===== src/rtl/k_symbol_framer_if.sv =====
// rtl/k_symbol_framer_if.sv - symbol/flag bundle between decoder side and framer (err_count only with FRAME_ERR_CNT_EN)
interface k_symbol_framer_if #(
  parameter int LANES = 1
);
  logic                 enb;
  logic [8*LANES-1:0]   rx_data_in;
  logic [8*LANES-1:0]   rx_data_out;
  logic [LANES-1:0]     k285;
  logic [LANES-1:0]     rx_ctrl;
  logic [LANES-1:0]     lock;
  logic [LANES-1:0]     pkt_valid;
  logic [LANES-1:0]     pkt_start;
  logic [LANES-1:0]     pkt_end;
  logic [LANES-1:0]     frame_err;
`ifdef FRAME_ERR_CNT_EN
  logic [16*LANES-1:0]  err_count;
`endif

  modport master (
    output enb,
    output rx_data_in,
    input  rx_data_out,
    input  k285,
    input  rx_ctrl,
    input  lock,
    input  pkt_valid,
    input  pkt_start,
    input  pkt_end,
    input  frame_err
`ifdef FRAME_ERR_CNT_EN
    , input err_count
`endif
  );

  modport slave (
    input  enb,
    input  rx_data_in,
    output rx_data_out,
    output k285,
    output rx_ctrl,
    output lock,
    output pkt_valid,
    output pkt_start,
    output pkt_end,
    output frame_err
`ifdef FRAME_ERR_CNT_EN
    , output err_count
`endif
  );
endinterface


===== src/rtl/k_symbol_framer.sv =====
// rtl/k_symbol_framer.sv - per-lane K-symbol classify, COM lock FSM and STP/SDP..END/EDB framing; FRAME_ERR_CNT_EN adds err_count
module k_symbol_framer #(
  parameter int LANES    = 1,
  parameter int LOCK_CNT = 4,
  parameter int MAX_GAP  = 1024
) (
  input  logic                   clk,
  input  logic                   rst,
  k_symbol_framer_if.slave       bus
);
  localparam int GW = $clog2(MAX_GAP + 2);
  localparam int CW = $clog2(LOCK_CNT + 1);
  localparam logic [GW-1:0] GAP_TO   = GW'(MAX_GAP + 1);
  localparam logic [CW-1:0] CNT_LOCK = CW'(LOCK_CNT);

  typedef enum logic [1:0] {S_LOS, S_ACQ, S_LOCKED} state_t;

  genvar i;
  generate
    for (i = 0; i < LANES; i++) begin : g_lane
      logic [7:0]    sym;
      logic [7:0]    data_q;
      state_t        state;
      logic [GW-1:0] gap;
      logic [GW-1:0] gap_next;
      logic [CW-1:0] com_cnt;
      logic          in_pkt;
      logic          k_q, ctrl_q, lock_q, pv_q, ps_q, pe_q, fe_q;
      logic          is_com, is_start, is_end, is_ctrl;
      logic          timeout, locked, fe_next;

      assign sym      = bus.rx_data_in[8*i +: 8];
      assign is_com   = (sym == 8'hBC);
      assign is_start = (sym == 8'hFB) || (sym == 8'h5C);
      assign is_end   = (sym == 8'hFD) || (sym == 8'hFE);
      assign is_ctrl  = is_com || is_start || is_end ||
                        (sym == 8'h1C) || (sym == 8'h3C) || (sym == 8'h7C);

      // Gap counter saturates one past MAX_GAP; reaching that value is the timeout
      assign gap_next = is_com ? '0 : ((gap == GAP_TO) ? gap : gap + 1'b1);
      assign timeout  = (gap_next == GAP_TO);
      assign locked   = (state == S_LOCKED);

      // Framing violations are only judged while the lane was locked before this symbol
      assign fe_next  = locked && (timeout  ? in_pkt  :
                                   is_start ? in_pkt  :
                                   is_end   ? !in_pkt :
                                   is_com   ? in_pkt  : 1'b0);

      // Lock FSM, framing state and all registered per-symbol flags
      always_ff @(posedge clk) begin
        if (rst) begin
          data_q  <= '0;
          state   <= S_LOS;
          gap     <= '0;
          com_cnt <= '0;
          in_pkt  <= 1'b0;
          k_q     <= 1'b0;
          ctrl_q  <= 1'b0;
          lock_q  <= 1'b0;
          pv_q    <= 1'b0;
          ps_q    <= 1'b0;
          pe_q    <= 1'b0;
          fe_q    <= 1'b0;
        end else if (!bus.enb) begin
          ps_q <= 1'b0;
          pe_q <= 1'b0;
          fe_q <= 1'b0;
        end else begin
          data_q <= sym;
          k_q    <= is_com;
          ctrl_q <= is_ctrl;
          gap    <= gap_next;
          ps_q   <= 1'b0;
          pe_q   <= 1'b0;
          fe_q   <= fe_next;

          case (state)
            S_LOS: begin
              lock_q <= 1'b0;
              if (is_com) begin
                state   <= S_ACQ;
                com_cnt <= CW'(1);
              end
            end
            S_ACQ: begin
              if (is_com) begin
                com_cnt <= com_cnt + 1'b1;
                if (com_cnt + 1'b1 == CNT_LOCK) begin
                  state  <= S_LOCKED;
                  lock_q <= 1'b1;
                end else begin
                  lock_q <= 1'b0;
                end
              end else if (timeout) begin
                state   <= S_LOS;
                com_cnt <= '0;
                lock_q  <= 1'b0;
              end else begin
                lock_q <= 1'b0;
              end
            end
            S_LOCKED: begin
              if (timeout) begin
                state   <= S_LOS;
                com_cnt <= '0;
                lock_q  <= 1'b0;
              end else begin
                lock_q <= 1'b1;
              end
            end
            default: begin
              state  <= S_LOS;
              lock_q <= 1'b0;
            end
          endcase

          if (!locked || timeout) begin
            pv_q   <= 1'b0;
            in_pkt <= 1'b0;
          end else if (is_start) begin
            ps_q   <= 1'b1;
            pv_q   <= 1'b1;
            in_pkt <= 1'b1;
          end else if (is_end) begin
            pe_q   <= in_pkt;
            pv_q   <= in_pkt;
            in_pkt <= 1'b0;
          end else if (is_com) begin
            pv_q   <= 1'b0;
            in_pkt <= 1'b0;
          end else begin
            pv_q <= in_pkt;
          end
        end
      end

      assign bus.rx_data_out[8*i +: 8] = data_q;
      assign bus.k285[i]      = k_q;
      assign bus.rx_ctrl[i]   = ctrl_q;
      assign bus.lock[i]      = lock_q;
      assign bus.pkt_valid[i] = pv_q;
      assign bus.pkt_start[i] = ps_q;
      assign bus.pkt_end[i]   = pe_q;
      assign bus.frame_err[i] = fe_q;

`ifdef FRAME_ERR_CNT_EN
      logic [15:0] err_cnt;

      // Saturating count of frame_err pulses, cleared only by reset
      always_ff @(posedge clk) begin
        if (rst) begin
          err_cnt <= '0;
        end else if (bus.enb && fe_next && (err_cnt != 16'hFFFF)) begin
          err_cnt <= err_cnt + 16'd1;
        end
      end

      assign bus.err_count[16*i +: 16] = err_cnt;
`endif
    end
  endgenerate
endmodule

===== src/flat_wrapper.sv =====
// flat-port wrapper written by rule: the top's interface ports become plain ports
module k_symbol_framer_flat 
#(
  parameter int LANES    = 1,
  parameter int LOCK_CNT = 4,
  parameter int MAX_GAP  = 1024
)
  (clk, rst, bus_enb, bus_rx_data_in, bus_rx_data_out, bus_k285, bus_rx_ctrl, bus_lock, bus_pkt_valid, bus_pkt_start, bus_pkt_end, bus_frame_err);
  k_symbol_framer_if #(.LANES(LANES)) bus_i ();
  input  logic clk;
  input  logic rst;
  input wire logic [$bits(bus_i.enb)-1:0] bus_enb;
  input wire logic [$bits(bus_i.rx_data_in)-1:0] bus_rx_data_in;
  output wire logic [$bits(bus_i.rx_data_out)-1:0] bus_rx_data_out;
  output wire logic [$bits(bus_i.k285)-1:0] bus_k285;
  output wire logic [$bits(bus_i.rx_ctrl)-1:0] bus_rx_ctrl;
  output wire logic [$bits(bus_i.lock)-1:0] bus_lock;
  output wire logic [$bits(bus_i.pkt_valid)-1:0] bus_pkt_valid;
  output wire logic [$bits(bus_i.pkt_start)-1:0] bus_pkt_start;
  output wire logic [$bits(bus_i.pkt_end)-1:0] bus_pkt_end;
  output wire logic [$bits(bus_i.frame_err)-1:0] bus_frame_err;
  assign bus_i.enb = bus_enb;
  assign bus_i.rx_data_in = bus_rx_data_in;
  assign bus_rx_data_out = bus_i.rx_data_out;
  assign bus_k285 = bus_i.k285;
  assign bus_rx_ctrl = bus_i.rx_ctrl;
  assign bus_lock = bus_i.lock;
  assign bus_pkt_valid = bus_i.pkt_valid;
  assign bus_pkt_start = bus_i.pkt_start;
  assign bus_pkt_end = bus_i.pkt_end;
  assign bus_frame_err = bus_i.frame_err;
  k_symbol_framer #(.LANES(LANES), .LOCK_CNT(LOCK_CNT), .MAX_GAP(MAX_GAP)) u_core (.clk(clk), .rst(rst), .bus(bus_i));
endmodule

===== config.mk =====
export PLATFORM = sky130hd
export DESIGN_NAME = k_symbol_framer_flat
export DESIGN_NICKNAME = d
export VERILOG_FILES = /design/src/rtl/k_symbol_framer_if.sv /design/src/rtl/k_symbol_framer.sv /design/src/flat_wrapper.sv
export SDC_FILE = /design/constraint.sdc
export NUM_CORES = 1
export LEC_CHECK = 0
export BUFFER_PORTS_ARGS = -buffer_cell sky130_fd_sc_hd__buf_2
export CAP_MARGIN = 20
export CORE_UTILIZATION = 30
export CTS_CLUSTER_DIAMETER = 120
export DETAILED_ROUTE_END_ITERATION = 8
export MAX_ROUTING_LAYER = met4
export PLACE_DENSITY_LB_ADDON = 0.12
export SYNTH_ARGS = -nofsm -noshare
export SYNTH_HDL_FRONTEND = slang
export SYNTH_SLANG_ARGS = --single-unit
export TNS_END_PERCENT = 1

===== constraint.sdc =====
create_clock -name clk -period 2.2 [get_ports clk]
set_input_delay 0.33 -clock clk [delete_from_list [all_inputs] [get_ports clk]]
set_output_delay 0.33 -clock clk [all_outputs]
set_load 0.05 [all_outputs]

==> summary.md <==
| Metric | Value |
|---|---|
| Clock Latency Late Sink | `290 ps` |
| Number of core rows | `28` |
| Avg Cell Area, Syn | `8.16 um2` |
| Worst reg2reg startpoint | `u_core.g_lane[0].gap[1]` |
| Net Sw Power | `0.335 mW` |
| Post-DP HPWL | `3690 um` |
| Final number of hold-violating endpoints | `0` |
| Die height | `82.0 um` |
| Fmax | `456 MHz` |
| Worst min-delay path category | `in -> reg` |
| Actual slew at the worst max-slew pin | `714 ps` |
| # hold bufs at CTS | `0` |
| Leakage power total | `1.02 nW` |
| Final setup TNS | `0 ps` |
| Number of clock sinks | `32` |
| Skew final | `5.08 ps` |
| Start point of the worst hold path | `bus_rx_data_in[7]` |
| DR iter-0 viols | `125` |
| Die Width | `82.0 um` |
| Predominant post-synthesis flop cell | `sky130_fd_sc_hd__dfxtp_1` |
| Total Routing Usage GR | `0.181` |
| Clock tree from TritonCTS | `built` |
| Via density | `5.19` |
| Final Wtd Congestion | `0.823` |
| DRT Wirelength | `5070 um` |
| Seq/Total Area, Yosys | `0.334` |
| Cell area power density | `503 mW/mm2` |
| Area used by multi-input combinational logic | `0.00125 mm2` |
| Most frequent standard cell in the layout excluding fill and tap cells | `sky130_fd_sc_hd__buf_4` |
| Synth Register Bits | `32` |
| Core footprint | `0.00606 mm2` |
| Ratio of cells with drive above 1 in the final layout | `0.293` |
| Delay of the slowest cell on the worst path | `480 ps` |
| Required time of the worst setup path | `2390 ps` |
| Status | `finished clean` |
| Cell Int Power | `0.924 mW` |
| Endpoint kind of the worst setup timing path | `flip-flop` |
| Portion of total power attributed to the clock network | `0.400` |
| Maximum vdd drop | `0.251 mV` |
| Fill cell total of the finished layout | `617` |
| Share of the core filled with cells in the final layout | `0.413` |
| Inserted Diodes | `0` |
| Post-route clock period utilization | `0.997` |
| Clock Tree Root | `sky130_fd_sc_hd__clkbuf_8` |
| Shortest period the worst path allows | `2190 ps` |
| Remaining global-route overflow | `0` |
| Number of iterations in the first detailed-routing pass | `4` |
| Portion of total power attributed to combinational logic | `0.124` |
| Final setup violating endpoints | `0` |
| Global-route wire length before repair | `8950 um` |
| Hold Path Depth | `3` |
| Area of the mapped netlist | `0.00192 mm2` |
| Combined buffer and inverter count along the critical path | `2` |
| CTS clock-pin slew for the worst setup and hold paths | `70 ps` |
| I/O pin count | `26` |
| Sequence of cells on the critical path | `inv_1, ha_1, or4b_4, or3_4, a31oi_1, a211o_2, a21oi_4, buf_12, a2111oi_4` |
| R2r endpoint | `u_core.g_lane[0].com_cnt[0]` |
| Endpoint arrival time on the critical path | `2380 ps` |
| Cts bufs inserted | `5` |
| Via count of the routed design | `1,880` |
| Worst-path maximum fanout | `9` |
| Slack of the worst reg-to-reg path | `6 ps` |
| Final Max Slew Viols | `0` |
| Wire length per cell | `14.0 um` |
| Cell family with most CP delay | `simple AND/OR/NAND/NOR gates` |
| # DRC | `0` |
| IO buf count | `25` |
| Setup Crit Path Kind | `reg -> reg` |
| Full die area | `0.00672 mm2` |
| Number of enable flip-flop cells after synthesis | `0` |
| Setup crit start kind | `flip-flop` |
| Clock buffer depth | `2` |
| Initial core utilization | `0.316` |
| H-tree levels | `2` |
| FF+latch area | `643 um2` |
| Number of nets with antenna violations after routing | `0` |
| Setup ws final | `5.93 ps` |
| Layout Area Growth over Synthesis | `30.5%` |
| Antenna violations before repair | `0` |
| Net count after synthesis | `254` |
| Distinct cell type count after synthesis | `54` |
| Worst hold endpoint | `u_core.bus.rx_data_out[7]` |
| Count of maximum capacitance violations | `0` |
| Unrepaired setup endpoints after global routing | `yes` |
| Pin count of the biggest net entering global routing | `35` |
| Critical path's slowest cell | `sky130_fd_sc_hd__or4b_4` |
| R2R cell count | `9` |
| Post-synth ARST share | `0` |
| Worst slack at placement | `-52.6 ps` |
| Switch share | `0.266` |
| Tightest slew margin relative to the limit | `0.524` |
| Net count, final | `306` |
| Vias in the first global route | `1,868` |
| Warning count from the yosys run | `0` |
| Cells after synthesis | `235` |
| Commonest non-fill, non-tap cells in the layout | `31 x sky130_fd_sc_hd__buf_4, 30 x sky130_fd_sc_hd__dfxtp_1, 29 x sky130_fd_sc_hd__nor2_1, 25 x sky130_fd_sc_hd__nand2_1, 25 x sky130_fd_sc_hd__buf_2` |
| Sequential share of power | `0.476` |
## synthesized netlist by cell type, drive strengths merged (3+ instances only)
| cell | instances | area (um2) |
|---|---|---|
| a32oi | 3 | 26.3 |
| dfxtp | 32 | 641 |
| nand2 | 25 | 93.8 |
| or3 | 5 | 31.3 |
| nand2b | 5 | 31.3 |
| xor2 | 4 | 35.0 |
| buf | 6 | 40.0 |
| nor3b | 3 | 22.5 |
| nor4 | 5 | 31.3 |
| inv | 5 | 18.8 |
| a31oi | 3 | 18.8 |
| nand3 | 4 | 20.0 |
| and3 | 3 | 18.8 |
| mux2i | 9 | 90.1 |
| a21oi | 15 | 90.1 |
| o21ai | 11 | 55.1 |
| nand4 | 5 | 31.3 |
| o22ai | 4 | 37.5 |
| nor2 | 30 | 113 |
| nor3 | 6 | 30.0 |
| clkbuf | 7 | 26.3 |
| ha | 8 | 100 |
| and2 | 3 | 18.8 |
| or4b | 3 | 33.8 |
## what timing repair did
action | 4_1_cts | 5_1_grt
resized for setup | 4 | 6
pin swaps | 2 | 1
endpoints found under the hold margin | 0 | 0
buffers inserted | 1 | 0
setup endpoints to repair | 2 | 11
## power groups by stage
stage          sequential, mW  combinational, mW  clock (mW)
2_1_floorplan           0.647             0.0647           0
6_report                0.599              0.156       0.504
5_1_grt                 0.600              0.172       0.546
4_1_cts                 0.599              0.157       0.526
3_5_place_dp            0.611              0.155           0
3_3_place_gp            0.611              0.155           0
## state kept, by name, indices dropped and copies added (netlist names)
register and cells:
u_core.bus.k285 1, u_core.g_lane.gap 11, u_core.g_lane.in_pkt 1, u_core.bus.pkt_end 1, u_core.bus.frame_err 1, u_core.bus.lock 1, u_core.bus.pkt_start 1, u_core.bus.rx_data_out 8
u_core.g_lane.com_cnt 3, u_core.g_lane.state 2, u_core.bus.rx_ctrl 1, u_core.bus.pkt_valid 1
## metrics by stage
stage | power, mW | hold WS (ps) | cell area [um2] | instances
2_1_floorplan | 0.712 | 440 | 1930 | 235
4_1_cts | 1.28 | 303 | 2460 | 362
6_report | 1.26 | 314 | 2500 | 362
3_3_place_gp | 0.766 | 471 | 2350 | 354
5_1_grt | 1.32 | 348 | 2500 | 362
3_5_place_dp | 0.766 | 465 | 2350 | 354
## tightest hold or removal path, stage by stage
cell and delay (ps):
sky130_fd_sc_hd__buf_2 100, sky130_fd_sc_hd__mux2i_1 70, sky130_fd_sc_hd__nor2_1 70
## worst max-delay path by stage
| stage | cells past startpoint | startpoint | slack, ps | end |
|---|---|---|---|---|
| floorplan | 7 | u_core.g_lane[0].gap[0] | 7 | u_core.g_lane[0].com_cnt[1] |
| global placement | 8 | u_core.g_lane[0].gap[0] | -0.3 | u_core.g_lane[0].com_cnt[1] |
| detailed placement | 9 | u_core.g_lane[0].gap[1] | -50 | u_core.g_lane[0].com_cnt[0] |
| CTS | 9 | u_core.g_lane[0].gap[1] | 0.6 | u_core.g_lane[0].com_cnt[1] |
| global route | 9 | u_core.g_lane[0].gap[1] | -90 | u_core.g_lane[0].com_cnt[0] |
| finish | 9 | u_core.g_lane[0].gap[1] | 6 | u_core.g_lane[0].com_cnt[0] |
## layout make-up
cell class	instances	share of cell area
Clock buffer	7	0.0385
Inverter	5	0.00750
Multi-Input combinational cell	185	0.501
Sequential cell	32	0.257
Tap cell	75	0.0375
Timing Repair Buffer	58	0.159
## metal layers
layer / wire, um / share of wire / vias to the layer above / global-route usage
li1: - / - / 962 / -
met1: 2460 / 0.49 / 851 / 0.229
met2: 2250 / 0.44 / 60 / 0.281
met3: 284 / 0.056 / 7 / 0.0411
met4: 80 / 0.016 / 0 / 0.0649
met5: 0 / 0 / - / -
## logic make-up (layout without fill, tap and decap cells)
family / Yosys count / in the layout / share of synthesized area
buffers and inverters: 18 / 70 / 0.0444
AOI/OAI and AO/OA: 55 / 55 / 0.209
and+or+nand+nor: 107 / 107 / 0.286
muxes: 9 / 9 / 0.0470
adders and majority gates: 8 / 8 / 0.0522
xor gates and xnor gates: 6 / 6 / 0.0274
DFF: 32 / 32 / 0.334
(Power assumes the default switching activity.)
